$ cat src/rtl/riscv_pkg.sv
// Shared definitions for the RV32I control path (multicycle and single-cycle
// decoders): FSM state enum, opcode constants, ALUOP / PCSRC / AUIPCLUI codes.
package riscv_pkg;

    localparam int TAM_INS_DEF      = 7;
    localparam int TAM_ALUOP_DEF    = 3;
    localparam int TAM_AUIPCLUI_DEF = 2;

    typedef enum logic [2:0] {
        ST_FETCH  = 3'd0,
        ST_DECODE = 3'd1,
        ST_EXEC   = 3'd2,
        ST_MEM    = 3'd3,
        ST_WB     = 3'd4
    } state_t;

    localparam logic [6:0] OP_R      = 7'b0110011;
    localparam logic [6:0] OP_I      = 7'b0010011;
    localparam logic [6:0] OP_LOAD   = 7'b0000011;
    localparam logic [6:0] OP_STORE  = 7'b0100011;
    localparam logic [6:0] OP_BRANCH = 7'b1100011;
    localparam logic [6:0] OP_LUI    = 7'b0110111;
    localparam logic [6:0] OP_AUIPC  = 7'b0010111;
    localparam logic [6:0] OP_JAL    = 7'b1101111;
    localparam logic [6:0] OP_JALR   = 7'b1100111;

    localparam logic [2:0] ALUOP_R     = 3'b000;
    localparam logic [2:0] ALUOP_I     = 3'b001;
    localparam logic [2:0] ALUOP_LW    = 3'b010;
    localparam logic [2:0] ALUOP_SW    = 3'b011;
    localparam logic [2:0] ALUOP_B     = 3'b100;
    localparam logic [2:0] ALUOP_LUI   = 3'b101;
    localparam logic [2:0] ALUOP_AUIPC = 3'b110;
    localparam logic [2:0] ALUOP_JUMP  = 3'b111;

    localparam logic [1:0] PCSRC_PC4 = 2'b00;
    localparam logic [1:0] PCSRC_IMM = 2'b01;
    localparam logic [1:0] PCSRC_ALU = 2'b10;

    localparam logic [1:0] AUIPCLUI_AUIPC = 2'b01;
    localparam logic [1:0] AUIPCLUI_NONE  = 2'b10;

endpackage

$ cat src/rtl/multicycle_control_if.sv
// Bundle between the multicycle control unit and its datapath / memories.
// slave  : the control unit (consumes opcode and memory status, drives controls)
// master : the datapath side / testbench
// Handshake: imemreq is held high until the cycle imem_ready=1 is seen, and
// memread/memwrite are held high until the cycle dmem_ready=1 is seen; the
// transfer completes in that cycle and ready is ignored at all other times.
// retired_preset/retired_preset_value overwrite the retired counter (debug).
// state exposes the FSM state for observation.
interface multicycle_control_if #(
    parameter int TAM_INS      = 7,
    parameter int TAM_ALUOP    = 3,
    parameter int TAM_AUIPCLUI = 2
);
    logic [TAM_INS-1:0]      opcode;
    logic                    imem_ready;
    logic                    dmem_ready;
    logic                    br_taken;
    logic                    retired_preset;
    logic [31:0]             retired_preset_value;

    logic                    imemreq;
    logic                    irwrite;
    logic                    pcwrite;
    logic [1:0]              pcsrc;
    logic                    branch;
    logic                    memread;
    logic                    memtoreg;
    logic                    memwrite;
    logic                    alusrc;
    logic                    regwrite;
    logic [TAM_ALUOP-1:0]    aluop;
    logic [TAM_AUIPCLUI-1:0] auipclui;
    logic                    illegal;
    logic [31:0]             retired;
    riscv_pkg::state_t       state;

    modport master (
        output opcode, imem_ready, dmem_ready, br_taken, retired_preset, retired_preset_value,
        input  imemreq, irwrite, pcwrite, pcsrc, branch, memread, memtoreg, memwrite,
               alusrc, regwrite, aluop, auipclui, illegal, retired, state
    );

    modport slave (
        input  opcode, imem_ready, dmem_ready, br_taken, retired_preset, retired_preset_value,
        output imemreq, irwrite, pcwrite, pcsrc, branch, memread, memtoreg, memwrite,
               alusrc, regwrite, aluop, auipclui, illegal, retired, state
    );
endinterface

$ cat src/rtl/opcode_decode.sv
// Combinational opcode -> ALUOP / ALUSRC / AUIPCLUI mapping, shared encoding
// with the single-cycle decoder. legal=0 flags an unsupported opcode; its
// other outputs are then the neutral values (000, 0, 10).
module opcode_decode import riscv_pkg::*; #(
    parameter int TAM_INS      = TAM_INS_DEF,
    parameter int TAM_ALUOP    = TAM_ALUOP_DEF,
    parameter int TAM_AUIPCLUI = TAM_AUIPCLUI_DEF
) (
    input  logic [TAM_INS-1:0]      opcode,
    output logic                    legal,
    output logic [TAM_ALUOP-1:0]    aluop,
    output logic                    alusrc,
    output logic [TAM_AUIPCLUI-1:0] auipclui
);
    always_comb begin
        legal    = 1'b1;
        aluop    = '0;
        alusrc   = 1'b1;
        auipclui = TAM_AUIPCLUI'(AUIPCLUI_NONE);
        case (opcode)
            TAM_INS'(OP_R):      begin aluop = TAM_ALUOP'(ALUOP_R); alusrc = 1'b0; end
            TAM_INS'(OP_I):      aluop = TAM_ALUOP'(ALUOP_I);
            TAM_INS'(OP_LOAD):   aluop = TAM_ALUOP'(ALUOP_LW);
            TAM_INS'(OP_STORE):  aluop = TAM_ALUOP'(ALUOP_SW);
            TAM_INS'(OP_BRANCH): begin aluop = TAM_ALUOP'(ALUOP_B); alusrc = 1'b0; end
            TAM_INS'(OP_LUI):    aluop = TAM_ALUOP'(ALUOP_LUI);
            TAM_INS'(OP_AUIPC):  begin
                aluop    = TAM_ALUOP'(ALUOP_AUIPC);
                auipclui = TAM_AUIPCLUI'(AUIPCLUI_AUIPC);
            end
            TAM_INS'(OP_JAL),
            TAM_INS'(OP_JALR):   aluop = TAM_ALUOP'(ALUOP_JUMP);
            default: begin
                legal  = 1'b0;
                alusrc = 1'b0;
            end
        endcase
    end
endmodule

$ cat src/rtl/multicycle_control.sv
// Multicycle RV32I control FSM: FETCH -> DECODE -> EXEC -> (MEM) -> (WB).
// Ports: clk, rst_n (async, active low), bus (multicycle_control_if.slave)
// carrying opcode/ready/branch inputs, datapath controls, illegal pulse,
// retired-instruction counter and the FSM state.
module multicycle_control import riscv_pkg::*; #(
    parameter int TAM_INS      = TAM_INS_DEF,
    parameter int TAM_ALUOP    = TAM_ALUOP_DEF,
    parameter int TAM_AUIPCLUI = TAM_AUIPCLUI_DEF
) (
    input  logic                  clk,
    input  logic                  rst_n,
    multicycle_control_if.slave   bus
);
    state_t                  state_q, state_d;
    logic [TAM_INS-1:0]      op_q;
    logic [31:0]             retired_q;
    logic                    retire;

    logic [TAM_INS-1:0]      dec_op;
    logic                    dec_legal;
    logic [TAM_ALUOP-1:0]    dec_aluop;
    logic                    dec_alusrc;
    logic [TAM_AUIPCLUI-1:0] dec_auipclui;

    logic is_load, is_store, is_branch, is_jal, is_jalr;

    // In DECODE the opcode is not latched yet, so legality is judged on the
    // live input; every later state works from the latched copy.
    assign dec_op = (state_q == ST_DECODE) ? bus.opcode : op_q;

    opcode_decode #(
        .TAM_INS(TAM_INS), .TAM_ALUOP(TAM_ALUOP), .TAM_AUIPCLUI(TAM_AUIPCLUI)
    ) u_decode (
        .opcode(dec_op), .legal(dec_legal), .aluop(dec_aluop),
        .alusrc(dec_alusrc), .auipclui(dec_auipclui)
    );

    assign is_load   = (op_q == TAM_INS'(OP_LOAD));
    assign is_store  = (op_q == TAM_INS'(OP_STORE));
    assign is_branch = (op_q == TAM_INS'(OP_BRANCH));
    assign is_jal    = (op_q == TAM_INS'(OP_JAL));
    assign is_jalr   = (op_q == TAM_INS'(OP_JALR));

    always_ff @(posedge clk or negedge rst_n) begin
        if (!rst_n) begin
            state_q   <= ST_FETCH;
            op_q      <= '0;
            retired_q <= '0;
        end else begin
            state_q <= state_d;
            if (state_q == ST_DECODE) op_q <= bus.opcode;
            if (bus.retired_preset)   retired_q <= bus.retired_preset_value;
            else if (retire)          retired_q <= retired_q + 32'd1;
        end
    end

    always_comb begin
        state_d      = state_q;
        retire       = 1'b0;
        bus.imemreq  = 1'b0;
        bus.irwrite  = 1'b0;
        bus.pcwrite  = 1'b0;
        bus.pcsrc    = PCSRC_PC4;
        bus.branch   = 1'b0;
        bus.memread  = 1'b0;
        bus.memtoreg = 1'b0;
        bus.memwrite = 1'b0;
        bus.alusrc   = 1'b0;
        bus.regwrite = 1'b0;
        bus.aluop    = '0;
        bus.auipclui = TAM_AUIPCLUI'(AUIPCLUI_NONE);
        bus.illegal  = 1'b0;
        // Outputs are gated by rst_n so they drop the instant reset asserts,
        // not at the next edge.
        if (rst_n) begin
            // ALU controls stay valid from EXEC to the end of the instruction:
            // MEM needs the address held, WB needs the JALR target.
            if (state_q == ST_EXEC || state_q == ST_MEM || state_q == ST_WB) begin
                bus.aluop    = dec_aluop;
                bus.alusrc   = dec_alusrc;
                bus.auipclui = dec_auipclui;
            end
            case (state_q)
                ST_FETCH: begin
                    bus.imemreq = 1'b1;
                    if (bus.imem_ready) begin
                        bus.irwrite = 1'b1;
                        state_d     = ST_DECODE;
                    end
                end
                ST_DECODE: begin
                    if (dec_legal) begin
                        state_d = ST_EXEC;
                    end else begin
                        bus.illegal = 1'b1;
                        bus.pcwrite = 1'b1;
                        state_d     = ST_FETCH;
                    end
                end
                ST_EXEC: begin
                    if (is_load || is_store) begin
                        state_d = ST_MEM;
                    end else if (is_branch) begin
                        bus.branch  = 1'b1;
                        bus.pcwrite = 1'b1;
                        bus.pcsrc   = bus.br_taken ? PCSRC_IMM : PCSRC_PC4;
                        retire      = 1'b1;
                        state_d     = ST_FETCH;
                    end else begin
                        state_d = ST_WB;
                    end
                end
                ST_MEM: begin
                    bus.memread  = is_load;
                    bus.memwrite = is_store;
                    if (bus.dmem_ready) begin
                        if (is_load) begin
                            state_d = ST_WB;
                        end else begin
                            bus.pcwrite = 1'b1;
                            retire      = 1'b1;
                            state_d     = ST_FETCH;
                        end
                    end
                end
                ST_WB: begin
                    bus.regwrite = 1'b1;
                    bus.pcwrite  = 1'b1;
                    bus.memtoreg = is_load;
                    bus.pcsrc    = is_jal ? PCSRC_IMM : (is_jalr ? PCSRC_ALU : PCSRC_PC4);
                    retire       = 1'b1;
                    state_d      = ST_FETCH;
                end
                default: state_d = ST_FETCH;
            endcase
        end
    end

    assign bus.retired = retired_q;
    assign bus.state   = state_q;

endmodule

$ cat src/flat_wrapper.sv
// flat-port wrapper written by rule: the top's interface ports become plain ports
module multicycle_control_flat import riscv_pkg::*;
#(
    parameter int TAM_INS      = TAM_INS_DEF,
    parameter int TAM_ALUOP    = TAM_ALUOP_DEF,
    parameter int TAM_AUIPCLUI = TAM_AUIPCLUI_DEF
)
  (clk, rst_n, bus_opcode, bus_imem_ready, bus_dmem_ready, bus_br_taken, bus_retired_preset, bus_retired_preset_value, bus_imemreq, bus_irwrite, bus_pcwrite, bus_pcsrc, bus_branch, bus_memread, bus_memtoreg, bus_memwrite, bus_alusrc, bus_regwrite, bus_aluop, bus_auipclui, bus_illegal, bus_retired, bus_state);
  multicycle_control_if #(.TAM_INS(TAM_INS), .TAM_ALUOP(TAM_ALUOP), .TAM_AUIPCLUI(TAM_AUIPCLUI)) bus_i ();
  input  logic clk;
  input  logic rst_n;
  input wire logic [$bits(bus_i.opcode)-1:0] bus_opcode;
  input wire logic [$bits(bus_i.imem_ready)-1:0] bus_imem_ready;
  input wire logic [$bits(bus_i.dmem_ready)-1:0] bus_dmem_ready;
  input wire logic [$bits(bus_i.br_taken)-1:0] bus_br_taken;
  input wire logic [$bits(bus_i.retired_preset)-1:0] bus_retired_preset;
  input wire logic [$bits(bus_i.retired_preset_value)-1:0] bus_retired_preset_value;
  output wire logic [$bits(bus_i.imemreq)-1:0] bus_imemreq;
  output wire logic [$bits(bus_i.irwrite)-1:0] bus_irwrite;
  output wire logic [$bits(bus_i.pcwrite)-1:0] bus_pcwrite;
  output wire logic [$bits(bus_i.pcsrc)-1:0] bus_pcsrc;
  output wire logic [$bits(bus_i.branch)-1:0] bus_branch;
  output wire logic [$bits(bus_i.memread)-1:0] bus_memread;
  output wire logic [$bits(bus_i.memtoreg)-1:0] bus_memtoreg;
  output wire logic [$bits(bus_i.memwrite)-1:0] bus_memwrite;
  output wire logic [$bits(bus_i.alusrc)-1:0] bus_alusrc;
  output wire logic [$bits(bus_i.regwrite)-1:0] bus_regwrite;
  output wire logic [$bits(bus_i.aluop)-1:0] bus_aluop;
  output wire logic [$bits(bus_i.auipclui)-1:0] bus_auipclui;
  output wire logic [$bits(bus_i.illegal)-1:0] bus_illegal;
  output wire logic [$bits(bus_i.retired)-1:0] bus_retired;
  output wire logic [$bits(bus_i.state)-1:0] bus_state;
  assign bus_i.opcode = bus_opcode;
  assign bus_i.imem_ready = bus_imem_ready;
  assign bus_i.dmem_ready = bus_dmem_ready;
  assign bus_i.br_taken = bus_br_taken;
  assign bus_i.retired_preset = bus_retired_preset;
  assign bus_i.retired_preset_value = bus_retired_preset_value;
  assign bus_imemreq = bus_i.imemreq;
  assign bus_irwrite = bus_i.irwrite;
  assign bus_pcwrite = bus_i.pcwrite;
  assign bus_pcsrc = bus_i.pcsrc;
  assign bus_branch = bus_i.branch;
  assign bus_memread = bus_i.memread;
  assign bus_memtoreg = bus_i.memtoreg;
  assign bus_memwrite = bus_i.memwrite;
  assign bus_alusrc = bus_i.alusrc;
  assign bus_regwrite = bus_i.regwrite;
  assign bus_aluop = bus_i.aluop;
  assign bus_auipclui = bus_i.auipclui;
  assign bus_illegal = bus_i.illegal;
  assign bus_retired = bus_i.retired;
  assign bus_state = bus_i.state;
  multicycle_control #(.TAM_INS(TAM_INS), .TAM_ALUOP(TAM_ALUOP), .TAM_AUIPCLUI(TAM_AUIPCLUI)) u_core (.clk(clk), .rst_n(rst_n), .bus(bus_i));
endmodule
$ cat config.mk
export PLATFORM = sky130hd
export DESIGN_NAME = multicycle_control_flat
export DESIGN_NICKNAME = d
export VERILOG_FILES = /design/src/rtl/riscv_pkg.sv /design/src/rtl/multicycle_control_if.sv /design/src/rtl/opcode_decode.sv /design/src/rtl/multicycle_control.sv /design/src/flat_wrapper.sv
export SDC_FILE = /design/constraint.sdc
export NUM_CORES = 1
export LEC_CHECK = 0
export CORE_ASPECT_RATIO = 0.9
export CORE_MARGIN = 5
export CORE_UTILIZATION = 51
export CTS_BUF_LIST = sky130_fd_sc_hd__clkbuf_2 sky130_fd_sc_hd__clkbuf_4 sky130_fd_sc_hd__clkbuf_8
export CTS_CLUSTER_DIAMETER = 40
export CTS_CLUSTER_SIZE = 24
export DETAILED_ROUTE_END_ITERATION = 12
export GPL_ROUTABILITY_DRIVEN = 0
export PLACE_DENSITY = 0.93
export SETUP_SLACK_MARGIN = 0.3
export SLEW_MARGIN = 30
export SYNTH_ARGS = -nofsm -noshare
export SYNTH_HDL_FRONTEND = slang
export SYNTH_HIERARCHICAL = 1
export SYNTH_SLANG_ARGS = --single-unit
$ cat constraint.sdc
create_clock -name clk -period 4.9 [get_ports clk]
set_clock_uncertainty 0.1 [all_clocks]
set_input_delay 0.49 -clock clk [delete_from_list [all_inputs] [get_ports clk]]
set_output_delay 0.49 -clock clk [all_outputs]
set_load 0.1 [all_outputs]
# Yosys cells after proc, flatten, opt, wreduce, memory -nomap -nowiden
# Cells that the tools add are included.
totals:
  ff_bits: 42
  word_cells: 86
  out_inout_bits: 52
op_classes:
  n_mux: 53
  add_sub_neg: 1
  reduce_logical: 9
  n_eq_ne: 20
ops:
  columns: ["op", "count"]
  rows:
  - ["$mux 32", 2]
  - ["$eq 7x7->1 const B", 6]
  - ["$add 32x1->32 const B", 1]
  - ["$mux 1", 29]
  - ["$eq 7x6->1 const B", 4]
  - ["$mux 3", 7]
  - ["$pmux 3 s7", 1]
  - ["$mux 2", 9]
  - ["$eq 7x2->1 const B", 2]
  - ["$eq 7x5->1 const B", 2]
  - ["$pmux 3 s4", 1]
  - ["$reduce_or 9->1", 1]
  - ["$mux 7", 1]
  - ["$reduce_or 7->1", 1]
  - ["$eq 3x2->1 const B", 2]
  - ["$ne 2x2->1 const B", 2]
  - ["$pmux 1 s4", 1]
  - ["$pmux 2 s2", 1]
  - ["$eq 3x1->1 const B", 1]
  - ["$eq 3x3->1 const B", 1]
  - ["$logic_not 3->1", 1]
  - ["$logic_or 1x1->1", 3]
  - ["$pmux 1 s3", 1]
  - ["$reduce_and 3->1", 1]
  - ["other kinds (2)", 2]

# Depth between registers and ports, before layout
logic_depth:
  ltp_word: 8
  depth_mapped: 13

# By module
# Netlist, hierarchy kept.
by_module_without_submodules:
  columns: ["module", "n_inst", "cells_per_inst", "area_per_inst_um2"]
  rows:
  - ["multicycle_control", 1, 320, 2727.6]
  - ["opcode_decode", 1, 25, 150.1]

# Worst setup path after synthesis
# Ideal clock, no wire load.
synth_path:
  path_type: "register to output"
  startpoint: "reg u_core.state_q[2] (netlist: u_core/bus.state[2])"
  endpoint: "out bus_pcsrc[1]"
  t_required_ns: 4.310
  n_path_buf: 1
  t_arrival_ns: 4.585
  stages_incl_launch_ff: 5
  setup_slack_ns: -0.275
  path_cell_list: "dfrtp_1 -> buf_6 -> nor2b_1 -> nand2_1 -> nor4b_1"
synth_via:
  elab_chain_cells: 3
synth_rtl:
  columns: ["item", "line_no", "source"]
  rows:
  - ["start, declared", "multicycle_control.sv:14", "state_t state_q, state_d;"]
  - ["start signal, assigned", "multicycle_control.sv:50", "state_q <= state_d;"]
  - ["$eq 3x3->1 / $eq 3x2->1 (equally long branches)", "multicycle_control.sv:83", "case (state_q)"]
  - ["$pmux 2 s2 (*)", "multicycle_control.sv:83", null]
  - ["$mux 2 (*)", "multicycle_control.sv:75", "if (rst_n) begin"]
  - ["end, declared", "flat_wrapper.sv:21", "output wire logic [$bits(bus_i.pcsrc)-1:0] bus_pcsrc;"]
# Every way passes the cells marked *; elsewhere a longest branch is shown, timed or not.

# Worst setup path in the final report
layout_path:
  startpoint: "reg u_core.state_q[0] (netlist: u_core/bus.state[0])"
  endpoint: "out bus_pcwrite"
layout_via:
  elab_chain_cells: 8
layout_rtl:
  columns: ["item", "line_no", "source"]
  rows:
  - ["$eq 3x1->1 (*)", "multicycle_control.sv:29", "assign dec_op = (state_q == ST_DECODE) ? bus.opcode : op_q;"]
  - ["$mux 7 (*)", "multicycle_control.sv:29", null]
  - ["net u_core.dec_op[2]", "multicycle_control.sv:19", "logic [TAM_INS-1:0] dec_op;"]
  - ["$eq 7x5->1 (tied with other cells)", "opcode_decode.sv:20", "case (opcode)"]
  - ["$reduce_or 9->1 (no source line) (*)", null, null]
  - ["$mux 1 (*)", "opcode_decode.sv:20", null]
  - ["net u_core.dec_legal", "multicycle_control.sv:20", "logic dec_legal;"]
  - ["$mux 1 (*)", "multicycle_control.sv:92", "if (dec_legal) begin"]
  - ["$pmux 1 s4 (*)", "multicycle_control.sv:83", null]
  - ["$mux 1 (*)", "multicycle_control.sv:75", null]
  - ["end, declared", "flat_wrapper.sv:20", "output wire logic [$bits(bus_i.pcwrite)-1:0] bus_pcwrite;"]
# The timed path passes the listed nets; every way through them passes the cells marked *.

==> impl_metrics.tcl <==
set metrics [dict create \
    vias_per_cell 6.28 \
    grt_pass1_vias 2874 \
    synth-adder-area-share_pct 0.435 \
    cts.root.buffer_cell "clkbuf_8" \
    worstSetupEndpoint "bus_pcwrite" \
    required_time_of_the_critical_path_ns 4.31 \
    reg2reg_slack_ns 1.80 \
    total_leakage_power_nw 1.39 \
    place_hpwl_mm 6.34 \
    die_width_um 89.2 \
    critPathTopFamily "simple AND/OR/NAND/NOR gates" \
    yosys.area_share.xor_xnor_pct 0.609 \
    wl_per_cell_um 17.4 \
    combinational_family_with_the_most_area_after_synthesis "simple AND/OR/NAND/NOR gates" \
    crit_arrival_ns 3.50 \
    detail_route.drc_violations 0 \
    clock_insertion_delay_worst_skew_ns 0.29 \
    cts.clk_slew.worst_paths_ns 0.09 \
    syn-cell-area_um2 2880 \
    global_route_wire_length_before_repair_mm 14.1 \
    chipHeight_um 81.3 \
    number_of_gates_given_a_new_drive_strength_after_cts 0 \
    number_of_hold_slack_violations_in_the_final_timing_report 0 \
    synth.most_common_cell "dfrtp_1" \
    timing.rr.end "u_core/bus.state[1]" \
    worst-path-max-fanout 10 \
    post_route_cells_drive_above_1_share_pct 8.43 \
    post-layout-total-power_mw 1.74 \
    synth_top_cell_by_area "dfrtp_1" \
    worst_ir_drop_vdd_mv 0.260 \
    postCtsHoldBufs 0 \
    max_cap_viol_count 0 \
    number_of_top_level_pins 97 \
    stdcell_count 497 \
    n_fill_cell 453 \
    synth-seq-area-share_pct 36.5 \
    nets 472 \
    synth_cell_type_count 53 \
    leftover_overflow_at_the_end_of_global_routing 0 \
    post-route-cell-area_um2 3910 \
    cts_sinks 42 \
    ys.flop_type "dfrtp_1" \
    synth_enable_flop_cells 0 \
    firstDrtPassIters 5 \
    post-route-min-period_ns 4.09 \
    rsz_0062_raised_after_global_routing "no" \
    grt_max_degree 64 \
    grt_antenna_before_repair 0 \
    cp_slowest_stage_delay_ns 0.54 \
    compound_gate_fraction_of_synth_area_pct 17.9 \
    cts_buffer_depth 2 \
    synth_simple_gate_area_share_pct 35.3 \
    drt_iter0_drc 388 \
    port-buffer-count 96 \
    power.density_cell_area_nw_per_um2 445 \
    cp_cell_sequence "inv_1 -> nor3_2 -> mux2_2 -> nand2b_1 -> nand4b_1 -> a21oi_1 -> nor2b_1 -> a2111oi_0 -> o31a_1 -> buf_4" \
    synthesis.instances 345 \
    place_inst 489 \
    max-slew-margin-rel_pct 32.7 \
    dieArea_um2 7250 \
    syn_nets 391 \
    cts_made_buffers 5 \
    cts_max_level 2 \
    synth.cells.most_frequent "42 x dfrtp_1, 33 x nand2_1, 33 x nor2_1" \
    totalNegativeSetupSlack_ns 0 \
    tritoncts_clock_tree "done" \
    postCtsSetupRepairBufs 0 \
    r2r.worst_path.cells 11 \
    postSynth.asyncResetShare_pct 100 \
    finalHoldWorstSlack_ns 0.237 \
    placed_area_um2 3810 \
    share_of_yosys_cell_area_claimed_by_the_top_area_cell_type_pct 36.5 \
    cp_num_cells 10 \
    cp-start-kind "register" \
    max_clk_rate_mhz 244 \
    run_status "finished, final reports clean" \
    ys_seq_elements 42 \
    holdCritPathClass "primary input to asynchronous set/reset pin" \
    diodes_inserted 0 \
    gr-usage-all-layers_pct 24.7 \
    critical-path-slowest-cell "nor3_2" \
    path_buf_inv 2 \
    yosysWarningCount 6 \
    tightest_slew_ns 1.01 \
    placement_rows 26 \
    synth.avg_cell_area_um2 8.34 \
    drt.antenna.violating_nets 0 \
    core_area_um2 5600 \
    crit-reg2reg-launch "u_core/bus.state[0]" \
    setup_viol 0 \
    startpoint "u_core/bus.state[0]" \
    syn_to_final_growth_pct 35.8 \
    critPathKind "register to output port" \
    routed-via-count 3121 \
    final_wl_mm 8.67 \
    endpoint_class_of_the_critical_path "output port" \
    initial_utilization_pct 51.4 \
    post_route_clock_period_utilization_pct 83.6 \
    synth_area_leaders "dfrtp_1 37%, a31oi_1 5.2%, or4_1 4.7%" \
    synthMuxAreaShare_pct 3.83 \
    count_of_final_max_slew_check_failures 0 \
]
## report_power, final
part / internal [mW] / switching (mW) / leakage [nW]
clock network: 0.119 / 0.119 / 0.0517
logic: 0.287 / 0.680 / 0.857
registers: 0.413 / 0.120 / 0.484
## routing by layer
| layer | share of wire, % | track usage (%) | routed length (µm) | vias to the layer above |
|---|---|---|---|---|
| met5 | 0 | 0 | 0 | - |
| met4 | 2.4 | 8.04 | 212 | 0 |
| met3 | 7.4 | 5.88 | 643 | 22 |
| met2 | 49 | 39.8 | 4280 | 131 |
| met1 | 41 | 32.6 | 3530 | 1500 |
| li1 | - | - | - | 1468 |
## registers in the layout (all words and copies together), names as in the netlist
name	count
u_core/bus.retired	32
u_core/bus.state	3
u_core/op_q	7
## cells in the final DEF, fill, tap and decap left out, types with 11 or more instances in the layout
master | synthesis | layout
nand4_1 | 15 | 15
dfrtp_1 | 42 | 42
nand3_1 | 21 | 21
clkdlybuf4s50_1 | 0 | 87
o31ai_1 | 12 | 12
nand2_1 | 33 | 33
o21ai_0 | 11 | 11
a31oi_1 | 24 | 24
nor2_1 | 33 | 33
or4_1 | 18 | 18
## cell type report
cell class,instances,area [µm²],area share [%]
Clock inverter,1,5.00,0.128
Sequential cell,42,1050,26.9
Multi-Input combinational cell,271,1690,43.2
Clock buffer,7,90.1,2.30
Inverter,8,30.0,0.768
Tap cell,70,87.6,2.24
Timing Repair Buffer,98,956,24.5
## worst min-delay path by stage
stage,from,to,slack [ns],cells past startpoint
finish,rst_n,u_core/bus.retired[19],0.24,2
global route,rst_n,u_core/bus.retired[13],0.28,2
CTS,rst_n,u_core/bus.retired[13],0.25,2
detailed placement,u_core/op_q[0],u_core/op_q[0],0.43,1
global placement,u_core/op_q[0],u_core/op_q[0],0.43,1
floorplan,rst_n,u_core/bus.retired[0],0.09,0
## through the flow
step                utilization (%)  setup slack (ns)
floorplan                         -             0.399
CTS                            69.8             0.400
finish                         69.9             0.806
global route                   69.9             0.542
global placement               68.1             0.972
detailed placement             68.1             0.725
## kinds of logic (layout without fill, tap and decap cells)
family | count (synthesis) | in the layout
DFF | 42 | 42
xor gates and xnor gates | 2 | 2
and+or+nand+nor | 183 | 183
buffers and inverters | 32 | 114
adders and majority gates | 1 | 1
muxes | 10 | 10
AOI/OAI and AO/OA | 75 | 75
Note: power is estimated with default switching activity, not from simulation.
